--- src/rtl/s2p_pkg.sv ---
// -----------------------------------------------------------------------------
// s2p_pkg
// Shared definitions for the serial-to-parallel deserializer.
//   S2P_DATA_W_DEFAULT : default word width in bits
//   cnt_w(w)           : width of a counter that indexes the bits of a w-bit word
// -----------------------------------------------------------------------------
package s2p_pkg;

  localparam int S2P_DATA_W_DEFAULT = 32'sd64;

  // Bit-counter width for a w-bit word; w is at least 2, so the result is >= 1.
  function automatic int cnt_w(input int w);
    return $clog2(w);
  endfunction

endpackage

--- src/rtl/s2p_bit_counter.sv ---
// -----------------------------------------------------------------------------
// s2p_bit_counter
// Modulo-DATA_W bit counter with synchronous clear.
// Ports:
//   clk    in  1  clock, rising edge
//   rst_n  in  1  asynchronous active-low reset (count -> 0)
//   inc    in  1  advance the count by one (wraps from DATA_W-1 to 0)
//   clr    in  1  force the count to 0; has priority over inc
//   last   out 1  high while count == DATA_W-1
// -----------------------------------------------------------------------------
module s2p_bit_counter
  import s2p_pkg::*;
#(
  parameter int DATA_W = S2P_DATA_W_DEFAULT
) (
  input  logic clk,
  input  logic rst_n,
  input  logic inc,
  input  logic clr,
  output logic last
);

  localparam int            CW      = cnt_w(DATA_W);
  localparam logic [CW-1:0] CNT_MAX = CW'(DATA_W - 32'sd1);
  localparam logic [CW-1:0] CNT_ONE = CW'(32'd1);

  logic [CW-1:0] cnt_q;
  logic [CW-1:0] cnt_d;

  // Next-count logic: clear wins, otherwise wrap at the last bit of the word.
  always_comb begin
    cnt_d = cnt_q;
    if (clr) begin
      cnt_d = '0;
    end else if (inc) begin
      if (cnt_q == CNT_MAX) begin
        cnt_d = '0;
      end else begin
        cnt_d = cnt_q + CNT_ONE;
      end
    end else begin
      cnt_d = cnt_q;
    end
  end

  // Count register.
  always_ff @(posedge clk or negedge rst_n) begin
    if (!rst_n) begin
      cnt_q <= '0;
    end else begin
      cnt_q <= cnt_d;
    end
  end

  assign last = (cnt_q == CNT_MAX);

endmodule

--- src/rtl/serial_to_parallel.sv ---
// -----------------------------------------------------------------------------
// serial_to_parallel
// Deserializer: shifts one bit per clock from serial_in while enable is high
// and, after DATA_W bits, presents the assembled word on data_out together
// with a one-cycle data_valid strobe.
// Parameters:
//   DATA_W     word width (2..1024)
//   MSB_FIRST  1: first received bit ends in data_out[DATA_W-1]; 0: in data_out[0]
// Ports:
//   clk        in  1       clock, rising edge
//   rst_n      in  1       asynchronous active-low reset
//   serial_in  in  1       serial bit, sampled while enable=1
//   enable     in  1       1: capture this cycle; 0: idle, partial word dropped
//   data_out   out DATA_W  last completed word (registered, holds)
//   data_valid out 1       one-cycle pulse when data_out takes a new word
// -----------------------------------------------------------------------------
module serial_to_parallel
  import s2p_pkg::*;
#(
  parameter int DATA_W    = S2P_DATA_W_DEFAULT,
  parameter bit MSB_FIRST = 1'b1
) (
  input  logic              clk,
  input  logic              rst_n,
  input  logic              serial_in,
  input  logic              enable,
  output logic [DATA_W-1:0] data_out,
  output logic              data_valid
);

  logic [DATA_W-1:0] shift_q;
  logic [DATA_W-1:0] shift_d;
  logic [DATA_W-1:0] data_out_q;
  logic [DATA_W-1:0] data_out_d;
  logic              valid_q;
  logic              valid_d;
  logic              last_s;

  // Dropping enable clears the count so the next word restarts at bit 0.
  s2p_bit_counter #(
    .DATA_W (DATA_W)
  ) u_bit_counter (
    .clk   (clk),
    .rst_n (rst_n),
    .inc   (enable),
    .clr   (~enable),
    .last  (last_s)
  );

  // Shift-register next state; holds (ignoring serial_in) while idle.
  always_comb begin
    shift_d = shift_q;
    if (enable) begin
      if (MSB_FIRST) begin
        shift_d = {shift_q[DATA_W-2:0], serial_in};
      end else begin
        shift_d = {serial_in, shift_q[DATA_W-1:1]};
      end
    end else begin
      shift_d = shift_q;
    end
  end

  // Output capture: the completed word includes the bit shifted in this cycle.
  always_comb begin
    data_out_d = data_out_q;
    valid_d    = 1'b0;
    if (enable && last_s) begin
      data_out_d = shift_d;
      valid_d    = 1'b1;
    end else begin
      data_out_d = data_out_q;
      valid_d    = 1'b0;
    end
  end

  // Shift, output and valid registers.
  always_ff @(posedge clk or negedge rst_n) begin
    if (!rst_n) begin
      shift_q    <= '0;
      data_out_q <= '0;
      valid_q    <= 1'b0;
    end else begin
      shift_q    <= shift_d;
      data_out_q <= data_out_d;
      valid_q    <= valid_d;
    end
  end

  assign data_out   = data_out_q;
  assign data_valid = valid_q;

endmodule

--- config.mk ---
export PLATFORM = sky130hd
export DESIGN_NAME = serial_to_parallel
export DESIGN_NICKNAME = d
export VERILOG_FILES = /design/src/rtl/s2p_pkg.sv /design/src/rtl/s2p_bit_counter.sv /design/src/rtl/serial_to_parallel.sv
export SDC_FILE = /design/constraint.sdc
export NUM_CORES = 1
export LEC_CHECK = 0
export BUFFER_PORTS_ARGS = -buffer_cell sky130_fd_sc_hd__buf_2
export CAP_MARGIN = 40
export CORE_MARGIN = 10
export CORE_UTILIZATION = 57
export CTS_CLUSTER_DIAMETER = 200
export DETAILED_ROUTE_END_ITERATION = 16
export PLACE_DENSITY = 0.87
export REMOVE_ABC_BUFFERS = 1
export SYNTH_ARGS = -nofsm -noshare
export SYNTH_HDL_FRONTEND = slang
export SYNTH_HIERARCHICAL = 1
export SYNTH_SLANG_ARGS = --single-unit
--- constraint.sdc ---
create_clock -name clk -period 2.36 [get_ports clk]
set_clock_uncertainty 0.15 [all_clocks]
set_input_delay 0.472 -clock clk [delete_from_list [all_inputs] [get_ports clk]]
set_output_delay 0.472 -clock clk [all_outputs]
set_load 0.02 [all_outputs]
Word-level counts from Yosys, hierarchy flattened --
Index checks and enable logic that the tools add are counted.
Storage, ports and cells: input bits 4, bits in latches 0, word-level logic and storage cells 11, RAM bits 0, register bits 135, output and inout port bits 65, memory bits (read-only) 0, memories 0
Operators by class: multipliers 0, $lt $le $gt $ge 0, reduce and logical (&&, ||, !) cells 1, divide/modulo/power cells 0, shifts and indexed selects 0, bitwise gates (word level) 0, $add $sub $neg 1, mux-type cells 4, equality and inequality tests 1
Operators with widths (number):
- 64-bit 2-to-1 mux | 1
- 6-bit 2-to-1 mux | 2
- 6-bit by 1-bit adder with 6-bit output, second input constant | 1
- 6-bit == test, second input constant | 1
- 1-bit logical AND | 1
- 1-bit 2-to-1 mux | 1

Longest topological paths before layout --
word-level depth 3, mapped depth 7, depth with buffers taken out 4

Cells and area by module --
The synthesis kept the hierarchy.
By module, submodules not included:
- serial_to_parallel | cells an instance 272, instances 1, area an instance 4760.8 µm²
- s2p_bit_counter | cells an instance 32, instances 1, area an instance 320.3 µm²

Worst setup path after synthesis --
OpenSTA, ideal clock, no wires.
kind reg-to-reg, start point reg u_bit_counter.cnt_q[0], end point reg data_out_q[14] (netlist: data_out[14]), buffers on the path 2, library setup time 0.128 ns, stages on the path, launching flop included 7, data arrival time 1.483 ns, path slack 0.599 ns, cell sequence dfrtp_1 ha_1 and3_1 nand2_1 buf_4 buf_6 mux2_1
On the way: longest elaborated chain between the ends 2
Ends and longest elaborated chain:
- from (decl) | RTL line s2p_bit_counter.sv:27 | logic [CW-1:0] cnt_q;
- from (signal assigned) | RTL line s2p_bit_counter.sv:51 | cnt_q <= cnt_d;
- 6-bit == test | RTL line s2p_bit_counter.sv:55 | assign last = (cnt_q == CNT_MAX);
- via last_s | RTL line serial_to_parallel.sv:37 | logic last_s;
- 1-bit logical AND | RTL line serial_to_parallel.sv:68 | if (enable && last_s) begin
- to (signal assigned) | RTL line serial_to_parallel.sv:85 | data_out_q <= data_out_d;
- to (decl) | RTL line serial_to_parallel.sv:33 | logic [DATA_W-1:0] data_out_q;
The timed path passes the listed nets, and every way through them passes these cells. A chain may end at the register's enable or synchronous reset.

Worst setup path after layout --
start point reg u_bit_counter.cnt_q[0], end point reg data_out_q[28] (netlist: data_out[28])
The elaborated chain is that of the path after synthesis.

==> results.py <==
metrics = {
    "die": {
        "die-area_sq_um": 13100,
        "die_h_um": 114,
        "start_util_pct": 58.5,
        "die_x_um": 114,
        "pin_count": 69,
        "core_area_sq_um": 8680,
        "row_count": 34,
    },
    "pwr": {
        "ir_worst_vdd_mv": 0.690,
        "leakagePower_uw": 0.00334,
        "power.density_nw_per_um2": 912,
    },
    "sta": {
        "hold_viol": 0,
        "tns_ns": 0,
        "rsz0062_at_grt": "no",
        "drv_slew": 0,
        "worst_pin_slew_ns": 0.587,
        "finalCritPeriodShare_pct": 80.0,
        "clock.fmax_ghz": 0.530,
        "holdWs_ns": 0.0472,
        "relSlewSlack_pct": 60.9,
        "period_needed_ns": 1.89,
        "setup_viol": 0,
    },
    "layout": {
        "instances_no_fill": 503,
        "drive_gt1_share_pct": 45.8,
        "nNetsFinal": 387,
        "layout_common_cells": "dfrtp_1, mux2_2, buf_2",
        "fin_util_pct": 70.4,
        "multi_input_area_sq_um": 1590,
        "final_common_cell": "dfrtp_1",
        "register_area_sq_um": 3350,
        "area_delta_synth_final_pct": 20.3,
        "antenna_cells": 0,
        "n_fill_cell": 596,
    },
    "critical_path": {
        "endpoint_kind": "register",
        "critPathKind": "reg2reg",
        "worst_ep_arrival_time_ns": 2.13,
        "worstPathCellList": "ha_1, and3_1, nand2_2, buf_12, mux2_1",
        "crit_family": "flip-flops",
        "slowest_delay_ns": 0.42,
        "critPathLaunchType": "register",
        "crit_fanout": 45,
        "worst_ep_required_time_ns": 2.60,
        "critPathSlowestCell": "dfrtp_1",
        "critPathBufInv": 1,
    },
    "global_route": {
        "grt_pass1_wl_um": 15000,
        "antenna_found_initial": 0,
        "grt.total_usage_pct": 14.5,
        "grt_pass1_vias": 2982,
        "grt_overflow_total": 0,
        "grt_max_degree": 66,
    },
    "drt": {
        "first_pass_iters": 6,
        "final_antenna_net_count": 0,
        "vias_per_cell": 5.39,
        "wl_um": 8810,
        "wire_per_inst_um": 17.5,
        "drc": 0,
        "initialDrtViolationCount": 95,
        "num_vias": 2710,
    },
    "run_status": {
        "outcome": "finished clean",
    },
    "cts": {
        "cts_tree": "built",
        "cts_sinks": 134,
        "ctsHtreeMaxLevel": 4,
        "clk_path_buf_depth": 2,
        "clk_pin_slew_worst_paths_ns": 0.06,
        "cts_inserted_buffers": 17,
        "clk_latency_ns": 0.51,
        "post_cts_buffers": 0,
        "clockRootBuffer": "clkbuf_8",
    },
    "yosys": {
        "synth.avg_cell_area_sq_um": 16.7,
        "seq_area_frac_synth_pct": 66.0,
        "synthCells": 304,
        "syn_area_sq_um": 5080,
        "synth.distinct_cells": 22,
        "yosysWarningCount": 6,
        "ys_ff_latch": 134,
    },
    "place": {
        "place_hpwl_um": 5650,
        "place_congestion": 0.700,
        "portBuffers": 68,
        "place_inst": 470,
    },
    "min_path": {
        "min_path_type": "in2reg",
    },
    "run": {
        "maxCapViolCount": 0,
    },
}
[registers in the layout (all words and copies together), names as in the netlist]
| signal | flops |
|---|---|
| data_out | 64 |
| shift_q | 63 |
| u_bit_counter/cnt_q | 6 |
| data_valid | 1 |
[stage by stage]
step | area (sq um) | setup WS (ns) | total power, uW
after global routing | 6110 | 0.379 | 5800
after detailed placement | 5520 | 0.491 | 3050
final | 6110 | 0.472 | 5570
after global placement | 5520 | 0.542 | 3010
after floorplan | 4950 | -0.557 | 2880
after CTS | 6110 | 0.465 | 5640
[final timing paths]
kind | slack (ns) | cells after the start | from | endpoint
max in group asynchronous | 1.08 | 3 | rst_n | data_out[50]$_DFFE_PN0P_
worst max register to register | 0.47 | 5 | u_bit_counter/cnt_q[0]$_DFFE_PN0P_ | data_out[28]$_DFFE_PN0P_
worst max-delay path | 0.47 | 5 | u_bit_counter/cnt_q[0]$_DFFE_PN0P_ | data_out[28]$_DFFE_PN0P_
worst min-delay path | 0.05 | 2 | serial_in | data_out[0]$_DFFE_PN0P_
worst min register to register | 0.33 | 1 | data_out[52]$_DFFE_PN0P_ | data_out[52]$_DFFE_PN0P_
min in group asynchronous | 0.37 | 2 | rst_n | data_out[39]$_DFFE_PN0P_
[what timing repair did]
item	CTS	global route
endpoints found under the hold margin	63	0
hold buffers	1	0
gates resized for setup	0	0
endpoints found under the setup margin	0	0
[final cells by class]
cell class | count | area share (%)
clock inverters | 9 | 2.05
inverters | 3 | 0.184
well taps | 108 | 2.21
repair buffers | 75 | 7.23
multi-input cells | 151 | 26.0
flip-flops and latches | 134 | 54.9
clock buffers | 23 | 7.47
[cell families after synthesis]
group	count (synthesis)	synth area share, %
flip-flops	134	66.0
multiplexers	128	28.3
buffers and inverters	19	2.81
AND/OR/NAND/NOR	13	1.21
AO/OA/AOI/OAI	6	0.887
XOR/XNOR	3	0.517
adder cells (fa/ha/maj)	1	0.246
[routing by layer]
metal | wire, um | share of wire (%) | global-route usage [%]
met1 | 3770 | 43 | 17.3
met2 | 4430 | 50 | 22.6
met3 | 489 | 5.6 | 6.03
met4 | 119 | 1.4 | 5.76
met5 | 0 | 0 | 0
[cell usage after synthesis]
master	instances	share of area, %
a211oi_1	1	0.15
a21oi_1	1	0.098
a311o_1	1	0.20
a31oi_1	1	0.12
and3_1	2	0.25
buf_2	3	0.30
buf_4	8	1.2
buf_6	5	1.1
dfrtp_1	134	66
ha_1	1	0.25
inv_1	3	0.22
mux2_1	49	11
mux2_2	78	17
mux2i_1	1	0.20
nand2_1	4	0.30
nand3_1	2	0.20
nand4_1	1	0.12
nor2_1	3	0.22
o2111ai_1	1	0.17
o211ai_1	1	0.15
or3_1	1	0.12
xor2_1	3	0.52
[where the power goes]
part           switching (uW)  internal, uW  total [uW]
clock                     905          1660        2560
combinational             129           198         327
sequential                164          2520        2680
Power figures use the tool's default switching activity.
